==> src/rtl/arb_pkg.sv <==
// Shared types and constants for the 4-way round-robin arbiter.
// Latency: none (types and constants only).
// Backpressure: not applicable.
// Contents: NUM_REQ, SEL_W, arb_state_t, sel_t, and sel_to_onehot().
package arb_pkg;

  localparam int NUM_REQ = 4;
  localparam int SEL_W   = 2;

  typedef enum logic {
    IDLE  = 1'b0,
    GRANT = 1'b1
  } arb_state_t;

  typedef logic [SEL_W-1:0] sel_t;

  // Expand a requester index into its one-hot grant vector.
  function automatic logic [NUM_REQ-1:0] sel_to_onehot(input sel_t idx);
    logic [NUM_REQ-1:0] oh;
    oh      = '0;
    oh[idx] = 1'b1;
    return oh;
  endfunction

endpackage

==> src/rtl/rr_arbiter4_if.sv <==
// Request/grant bundle between the four requesters and the arbiter.
// Latency: none (wires only).
// Backpressure: a requester holds req high for as long as it needs the line.
// Ports: req (requesters -> arbiter); grant, sel, valid (arbiter -> requesters and mux).
// Modports: master = requester side, slave = arbiter side.
interface rr_arbiter4_if;
  import arb_pkg::*;

  logic [NUM_REQ-1:0] req;
  logic [NUM_REQ-1:0] grant;
  sel_t               sel;
  logic               valid;

  modport master (output req, input grant, sel, valid);
  modport slave  (input req, output grant, sel, valid);

endinterface

==> src/rtl/rr_pick4.sv <==
// Rotating-priority picker: first set req bit scanning from ptr upwards, mod 4.
// Latency: combinational.
// Backpressure: none.
// Ports: req[3:0], ptr[1:0] in; any (some bit set), winner[1:0] out.
module rr_pick4
  import arb_pkg::*;
(
  input  logic [NUM_REQ-1:0] req,
  input  sel_t               ptr,
  output logic               any,
  output sel_t               winner
);

  sel_t idx;

  // Walk the offsets from farthest to nearest so the nearest hit overwrites.
  always_comb begin
    any    = |req;
    winner = ptr;
    idx    = ptr;
    for (int i = NUM_REQ - 1; i >= 0; i--) begin
      idx = ptr + sel_t'(i);
      if (req[idx]) begin
        winner = idx;
      end
    end
  end

endmodule

==> src/rtl/rr_arbiter4.sv <==
// Round-robin arbiter driving the select of the downstream 4:1 mux.
// Latency: request sampled at edge N, grant/sel/valid visible after edge N.
// Backpressure: the owner keeps the grant while its req stays high; others wait.
// Ports: clk, rst_n (synchronous, active-low); bus (slave modport: req in; grant, sel, valid out).
// Optional build macro ARB_TIMEOUT_EN: limits an owner to HOLD_MAX cycles when others are waiting.
module rr_arbiter4
  import arb_pkg::*;
#(
  parameter int HOLD_MAX = 16
) (
  input  logic          clk,
  input  logic          rst_n,
  rr_arbiter4_if.slave  bus
);

  // An illegal HOLD_MAX instantiates a module that does not exist, stopping elaboration.
  if (HOLD_MAX < 2 || HOLD_MAX > 255) begin : g_hold_max_range
    rr_arbiter4_hold_max_out_of_range u_bad_param ();
  end

  arb_state_t          state_q, state_d;
  logic [NUM_REQ-1:0]  grant_q, grant_d;
  sel_t                sel_q,   sel_d;
  sel_t                ptr_q,   ptr_d;
  logic                pick_any;
  sel_t                pick_win;
  logic                take;

  // ptr always sits one past the last winner, so the current owner is
  // automatically scanned last when re-arbitration happens.
  rr_pick4 u_pick (
    .req    (bus.req),
    .ptr    (ptr_q),
    .any    (pick_any),
    .winner (pick_win)
  );

`ifdef ARB_TIMEOUT_EN
  localparam int CNT_W = $clog2(HOLD_MAX);
  localparam logic [CNT_W-1:0] HOLD_LAST = CNT_W'(HOLD_MAX - 1);

  logic [CNT_W-1:0] hold_cnt_q, hold_cnt_d;
  logic             others_req;

  assign others_req = |(bus.req & ~grant_q);
`endif

  always_comb begin
    state_d = state_q;
    grant_d = grant_q;
    sel_d   = sel_q;
    ptr_d   = ptr_q;
    take    = 1'b0;

    case (state_q)
      IDLE: begin
        take = pick_any;
      end
      GRANT: begin
        if (!bus.req[sel_q]) begin
          if (pick_any) begin
            take = 1'b1;
          end else begin
            state_d = IDLE;
            grant_d = '0;
          end
        end
`ifdef ARB_TIMEOUT_EN
        else if (hold_cnt_q == HOLD_LAST && others_req) begin
          take = 1'b1;
        end
`endif
      end
      default: begin
        state_d = IDLE;
        grant_d = '0;
      end
    endcase

    if (take) begin
      state_d = GRANT;
      grant_d = sel_to_onehot(pick_win);
      sel_d   = pick_win;
      ptr_d   = pick_win + sel_t'(1);
    end
  end

`ifdef ARB_TIMEOUT_EN
  // Clears on each new grant, and on expiry when nobody else is waiting.
  always_comb begin
    hold_cnt_d = '0;
    if (!take && state_q == GRANT && hold_cnt_q != HOLD_LAST) begin
      hold_cnt_d = hold_cnt_q + CNT_W'(1);
    end
  end

  always_ff @(posedge clk) begin
    if (!rst_n) begin
      hold_cnt_q <= '0;
    end else begin
      hold_cnt_q <= hold_cnt_d;
    end
  end
`endif

  always_ff @(posedge clk) begin
    if (!rst_n) begin
      state_q <= IDLE;
      grant_q <= '0;
      sel_q   <= '0;
      ptr_q   <= '0;
    end else begin
      state_q <= state_d;
      grant_q <= grant_d;
      sel_q   <= sel_d;
      ptr_q   <= ptr_d;
    end
  end

  assign bus.grant = grant_q;
  assign bus.sel   = sel_q;
  assign bus.valid = (state_q == GRANT);

endmodule

==> src/flat_wrapper.sv <==
// flat-port wrapper written by rule: the top's interface ports become plain ports
module rr_arbiter4_flat import arb_pkg::*;
#(
  parameter int HOLD_MAX = 16
)
  (clk, rst_n, bus_req, bus_grant, bus_sel, bus_valid);
  rr_arbiter4_if bus_i ();
  input  logic clk;
  input  logic rst_n;
  input wire logic [$bits(bus_i.req)-1:0] bus_req;
  output wire logic [$bits(bus_i.grant)-1:0] bus_grant;
  output wire logic [$bits(bus_i.sel)-1:0] bus_sel;
  output wire logic [$bits(bus_i.valid)-1:0] bus_valid;
  assign bus_i.req = bus_req;
  assign bus_grant = bus_i.grant;
  assign bus_sel = bus_i.sel;
  assign bus_valid = bus_i.valid;
  rr_arbiter4 #(.HOLD_MAX(HOLD_MAX)) u_core (.clk(clk), .rst_n(rst_n), .bus(bus_i));
endmodule
==> config.mk <==
export PLATFORM = sky130hd
export DESIGN_NAME = rr_arbiter4_flat
export DESIGN_NICKNAME = d
export VERILOG_FILES = /design/src/rtl/arb_pkg.sv /design/src/rtl/rr_arbiter4_if.sv /design/src/rtl/rr_pick4.sv /design/src/rtl/rr_arbiter4.sv /design/src/flat_wrapper.sv
export SDC_FILE = /design/constraint.sdc
export NUM_CORES = 1
export LEC_CHECK = 0
export ABC_CLOCK_PERIOD_IN_PS = 1630
export CORE_AREA = 2 2 39 41
export DETAILED_ROUTE_END_ITERATION = 10
export DIE_AREA = 0 0 41 43
export PLACE_DENSITY_LB_ADDON = 0.12
export SLEW_MARGIN = 30
export SYNTH_ARGS = -nofsm -noshare
export SYNTH_HDL_FRONTEND = slang
export SYNTH_SLANG_ARGS = --single-unit
==> constraint.sdc <==
create_clock -name clk -period 1.63 [get_ports clk]
set_clock_uncertainty 0.05 [all_clocks]
set_input_delay 0.326 -clock clk [delete_from_list [all_inputs] [get_ports clk]]
set_output_delay 0.326 -clock clk [all_outputs]
set_load 0.005 [all_outputs]
# [Word-level counts from Yosys, hierarchy flattened]
# Cells that the tools add are included.
[word_totals] output_inout_bits=7 word_cells=48 regBits=9 input_bits=6
[op_classes] eq_ne=2 n_lt_le_gt_ge=7 muxes=26 bitwise_logic=1 n_addsub=4 n_reduce_logical=4
[op_table] op="< comparator 2 x 3 -> 1 bit (second input constant)" count=6
[op_table] op="two-way mux 4 bit" count=4
[op_table] op="two-way mux 1 bit" count=11
[op_table] op="binary-select mux 1 bit (select 2 bit)" count=5
[op_table] op="two-way mux 2 bit" count=4
[op_table] op="adder 2 x 1 -> 2 bit (second input constant)" count=2
[op_table] op="adder 2 bit (second input constant)" count=2
[op_table] op="OR reduction 4 bit" count=1
[op_table] op="AND reduction 3 bit" count=1
[op_table] op="demux 1 bit (select 2 bit)" count=1
[op_table] op=">= comparator 2 x 1 -> 1 bit (second input constant)" count=1
[op_table] op="!= test 2 x 1 -> 1 bit (second input constant)" count=1
[op_table] op="!= test 2 bit (second input constant)" count=1
[op_table] op="one-hot mux 1 bit (2 select lines)" count=1
[op_table] op="nonzero test 2 bit" count=1
[op_table] op="logical AND 1 bit" count=1
[op_table] op="inverter 1 bit" count=1

# [Depth between registers and ports, before layout]
# Gate-level depths: netlist (run 1).
[depth] depth_word=12 mapped_depth=5 depth_no_buf=5

# [Hierarchy]
# From an unflattened synthesis (run 1), not the netlist that was laid out.
[unflattened] cells_unflattened=64 area_unflattened_um2=543.0
[modules_own_cells] mod="rr_arbiter4" area_per_inst_um2=442.9 cells_each=48 instances=1 seq_area_each_um2=180.2
[modules_own_cells] mod="rr_pick4" area_per_inst_um2=100.1 cells_each=16 instances=1 seq_area_each_um2=0.0

# [Worst setup path after synthesis (run 1)]
# Ideal clock, no wire load.
[synth_path] kind="register -> register" from="register u_core.sel_q[0] (netlist: u_core.bus.sel[0])" to="register u_core.grant_q[0] (netlist: u_core.bus.grant[0])" period_less_slack_ns=1.630 slack_ns=0.000 path_stages_with_launch=5 required_ns=1.463 setup_ns=0.117 t_arrival_ns=1.464 path_cell_list="dfxtp_1 -> mux4_2 -> and2_4 -> o21a_1 -> a22o_1"
[synth_via] elab_chain_cells=6
[synth_lines] item="from (decl)" line_no="rr_arbiter4.sv:23" text="sel_t sel_q, sel_d;"
[synth_lines] item="from (signal assigned)" line_no="rr_arbiter4.sv:115" text="sel_q <= sel_d;"
[synth_lines] item="binary-select mux 1 bit (select 2 bit) (*)" line_no="rr_arbiter4.sv:60" text="if (!bus.req[sel_q]) begin"
[synth_lines] item="two-way mux 1 bit (not written as such) (*)" line_no="rr_arbiter4.sv:60"
[synth_lines] item="two-way mux 1 bit" line_no="rr_arbiter4.sv:60"
[synth_lines] item="one-hot mux 1 bit (2 select lines)" line_no="rr_arbiter4.sv:55" text="case (state_q)"
[synth_lines] item="!= test 2 bit (no line), or another cell as far along"
[synth_lines] item="AND reduction 3 bit (no line)"
[synth_lines] item="to (signal assigned)" line_no="rr_arbiter4.sv:114" text="grant_q <= grant_d;"
[synth_lines] item="to (decl)" line_no="rr_arbiter4.sv:22" text="logic [NUM_REQ-1:0] grant_q, grant_d;"
# Mark *: on every way between the ends. The rest lies on a longest branch, timed or not. The select of a mux whose other input is x is not followed.
# A chain may end at the register's enable or synchronous reset.

# [Worst setup path in the final report (run 1)]
[layout_path] from="input bus_req[2]" to="register u_core.grant_q[2] (netlist: u_core.bus.grant[2])"
[layout_via] elab_chain_cells=11
[layout_lines] item="from (decl)" line_no="flat_wrapper.sv:10" text="input wire logic [$bits(bus_i.req)-1:0] bus_req;"
[layout_lines] item="binary-select mux 1 bit (select 2 bit)" line_no="rr_pick4.sv:23" text="if (req[idx]) begin"
[layout_lines] item="two-way mux 1 bit (not written as such)" line_no="rr_pick4.sv:23"
[layout_lines] item="two-way mux 2 bit (4 in series)" line_no="rr_pick4.sv:23"
[layout_lines] item="< comparator 2 x 3 -> 1 bit (not written as such) / >= comparator 2 x 1 -> 1 bit (equally long branches)" line_no="arb_pkg.sv:21" text="oh[idx] = 1'b1;"
[layout_lines] item="logical AND 1 bit (not written as such)" line_no="arb_pkg.sv:21"
[layout_lines] item="two-way mux 1 bit (not written as such)" line_no="arb_pkg.sv:21"
[layout_lines] item="demux 1 bit (select 2 bit)"
[layout_lines] item="two-way mux 4 bit" line_no="rr_arbiter4.sv:80" text="if (take) begin"
# Several ways; a longest one is shown, not always the timed one. The select of a mux whose other input is x is not followed.

==> metrics.md, run 1 <==
| Metric | Value |
|---|---|
| Status | completed |
| Clock Sinks | 9 |
| Initial antenna violation count | 0 |
| Comb power frac | 0.375 |
| DRT antenna net count | 0 |
| Final Cell Area | about 750 µm² |
| Crit share post-route | 0.972 |
| Synthesis-stage register bit count | 9 |
| DR DRC count | 0 |
| Die area | 0.00176 mm² |
| CTS Hold Bufs | 0 |
| Die W | 41 µm |
| Syn_nets | 56 |
| Fmax | 0.631 GHz |
| Core area | 0.00138 mm² |
| Sequential-to-total area share from yosys stat | 0.377 |
| Clock power share | 0.230 |
| # nets final | 82 |
| Tightest Pin Transition | 0.344 ns |
| CP Capture Type | flop |
| Most numerous cell in the Yosys netlist | dfxtp_1 |
| HPWL after DPL | 850 µm |
| CTS buffer count | 3 |
| Placed Area | ~700 µm² |
| GRT overflow | 0 |
| Routed via count | 462 |
| Post-Synthesis Cell Area | 478 µm² |
| Total power | 0.729 mW |
| Number of flops mapped to enable cells by yosys | 0 |
| Share of cells above drive strength 1 | 0.347 |
| Pleak | 0.294 nW |
| Initial DRC count | 3 |
| Seq pwr share | 0.395 |
| Reg clk slew, reported paths | 0.06 ns |
| Clock Latency Late Sink | approximately 0.26 ns |
| Sw Ratio | 0.303 |
| Largest area contributor in the netlist | dfxtp_1 |
| GRT Total Usage | 0.144 |
| Worst EP required | roughly 1.7 ns |
| Area grow syn2layout | 57.1% |
| Synth unique cells | 27 |
| First-pass GRT wire length | 1.71 mm |
| Flop-to-flop setup slack | between 0.04 and 0.05 ns |
| Syn avg cell area | 9.56 µm² |
| Final hold vios | 0 |
| Vias in the first global route | approximately 440 |
| # setup viols final | 0 |
| Rows | 14 |
| Total Wirelength | 1.15 mm |
| FFs w/ async S/R, synth | 0 |
| Largest net degree at the start of global routing | 8 |
| Final Max Slew Viols | 0 |
| Wire per inst | 12.7 µm |
| Post-synth top cells | dfxtp_1, nor2b_1, nand2_1 |
| Slew HR | 0.769 |
| H-tree depth | 1 |
| Final Critical Period | 1.58 ns |
| R2R Path Start | u_core.bus.sel[0] |
| Yosys warnings | 0 |
| Hold Path Class | flop to flop |
| Crit Path Class | input port to flop |
| Pre-antenna DRT Iters | 2 |
| N_diodes | 0 |
| Critical Path AT | 1.68 ns |
| I/O pin count | 13 |
| Hold path start | u_core.bus.grant[3] |
| Storage cell area | 181 µm² |
| VDD IR max | 0.662 mV |
| Main synth FF type | dfxtp_1 |
| Multi-input gate area | between 300 and 400 µm² |
| Top-area cell type share of the netlist area | 0.377 |
| Clock Tree Buf Depth | 2 |
| Top cells by area, synth | dfxtp_1, nor2b_1, mux4_2 |
| DIE HEIGHT | 43 µm |
| Vias per Instance | 5.08 |
| Critical path startpoint | bus_req[2] |
| Pwr/cell area | 971 mW/mm² |
| Synth Instances | 50 |
| GPL Wtd Cong | between 0.7 and 0.8 |
| CP startpoint kind | input port |
| CTS root buffer | clkbuf_4 |
| Switching Power | 0.221 mW |
| Initial Utilization | 0.345 |
| Maximum fanout along the worst path | 4 |
| TritonCTS clock tree | done |
| P_int | 0.508 mW |
| PortBufs | 12 |
| Layout filler cell count | 134 |
| Max-Cap Viols | 0 |
==> state kept, by name (all words and copies together) (netlist names) <==
signal	flops
u_core.bus.grant	4
u_core.bus.valid	1
u_core.ptr_q	2
u_core.bus.sel	2
==> power groups by stage <==
stage	combinational (mW)	sequential, mW	clock [mW]
6_report	0.274	0.288	0.168
5_1_grt	0.299	0.293	0.188
4_1_cts	0.254	0.287	0.177
3_5_place_dp	0.246	0.291	0
3_3_place_gp	0.248	0.292	0
2_1_floorplan	0.126	0.288	0
==> logic make-up (layout without fill, tap and decap cells) <==
| group | count (synthesis) | in the layout | share of synthesized area |
|---|---|---|---|
| and+or+nand+nor | 22 | 22 | 0.322 |
| AOI/OAI and AO/OA | 15 | 15 | 0.220 |
| DFF | 9 | 9 | 0.377 |
| buffers and inverters | 2 | 27 | 0.0157 |
| xor gates and xnor gates | 1 | 1 | 0.0183 |
| muxes | 1 | 1 | 0.0471 |
==> path summary, 6_finish.rpt <==
kind,cells after the start,endpoint
max,7,u_core.bus.grant[2]
min,1,u_core.bus.grant[3]
max reg2reg,4,u_core.bus.grant[0]
min reg2reg,1,u_core.bus.grant[3]
==> cell type report <==
class / instances / share of cell area
clock buffers: 4 / 0.0350
flip-flops and latches: 9 / 0.242
well taps: 16 / 0.0267
repair buffers: 22 / 0.263
multi-input cells: 39 / 0.428
inverters: 1 / 0.00500
==> layer usage <==
metal | track usage | vias to the layer above | part of all wire
met1 | 0.169 | 210 | 0.43
met4 | 0.100 | 0 | 0.027
li1 | - | 234 | -
met2 | 0.219 | 13 | 0.49
met3 | 0.0314 | 5 | 0.055
met5 | 0 | - | 0
==> per-stage QoR <==
step | setup TNS (ns) | util | std cells | setup slack [ns] | hold slack, ns
after floorplan | 0 | - | 50 | 0.0364 | 0.416
after global routing | -0.0342 | 0.542 | 91 | -0.0342 | 0.458
after CTS | 0 | 0.525 | 91 | 0.00914 | 0.426
after detailed placement | -4.05 | 0.499 | 87 | -0.560 | 0.408
final | 0 | 0.542 | 91 | 0.0460 | 0.427
after global placement | -3.98 | 0.499 | 87 | -0.551 | 0.408
==> repair_timing <==
action | 4_1_cts | 5_1_grt
pin swaps | 3 | 0
setup endpoints to repair | 8 | 3
resized for setup | 9 | 6
buffers inserted | 0 | 0
==> worst max-delay path, stage by stage <==
cell             delay, ns
clkdlybuf4s15_1       0.26
buf_4                 0.18
nor2b_1               0.13
o21ai_1               0.16
o221ai_2              0.17
and2_4                0.20
a32o_1                0.25
==> layout by cell type, fill, tap and decap left out, types with 2 or more instances in the layout <==
cell type,n
buf_4,9
clkdlybuf4s50_1,8
dfxtp_1,8
nor2b_1,6
nand2_1,4
clkbuf_4,3
and2_4,2
nor2_1,2
a21oi_1,2
o21ai_1,2
a22o_1,2
a32o_1,2
o21ai_0,2
dlygate4sd2_1,2
(Power assumes the default switching activity.)
==> run 2: changes to the inputs <==
--- a/config.mk
+++ b/config.mk
@@ -9,6 +9,7 @@
 export CORE_AREA = 2 2 39 41
 export DETAILED_ROUTE_END_ITERATION = 10
 export DIE_AREA = 0 0 41 43
+export HOLD_SLACK_MARGIN = 0.02
 export PLACE_DENSITY_LB_ADDON = 0.12
 export SLEW_MARGIN = 30
 export SYNTH_ARGS = -nofsm -noshare
==> results of run 2 <==
Same layout as run 1: the final DEF is identical, and so are final timing and power.
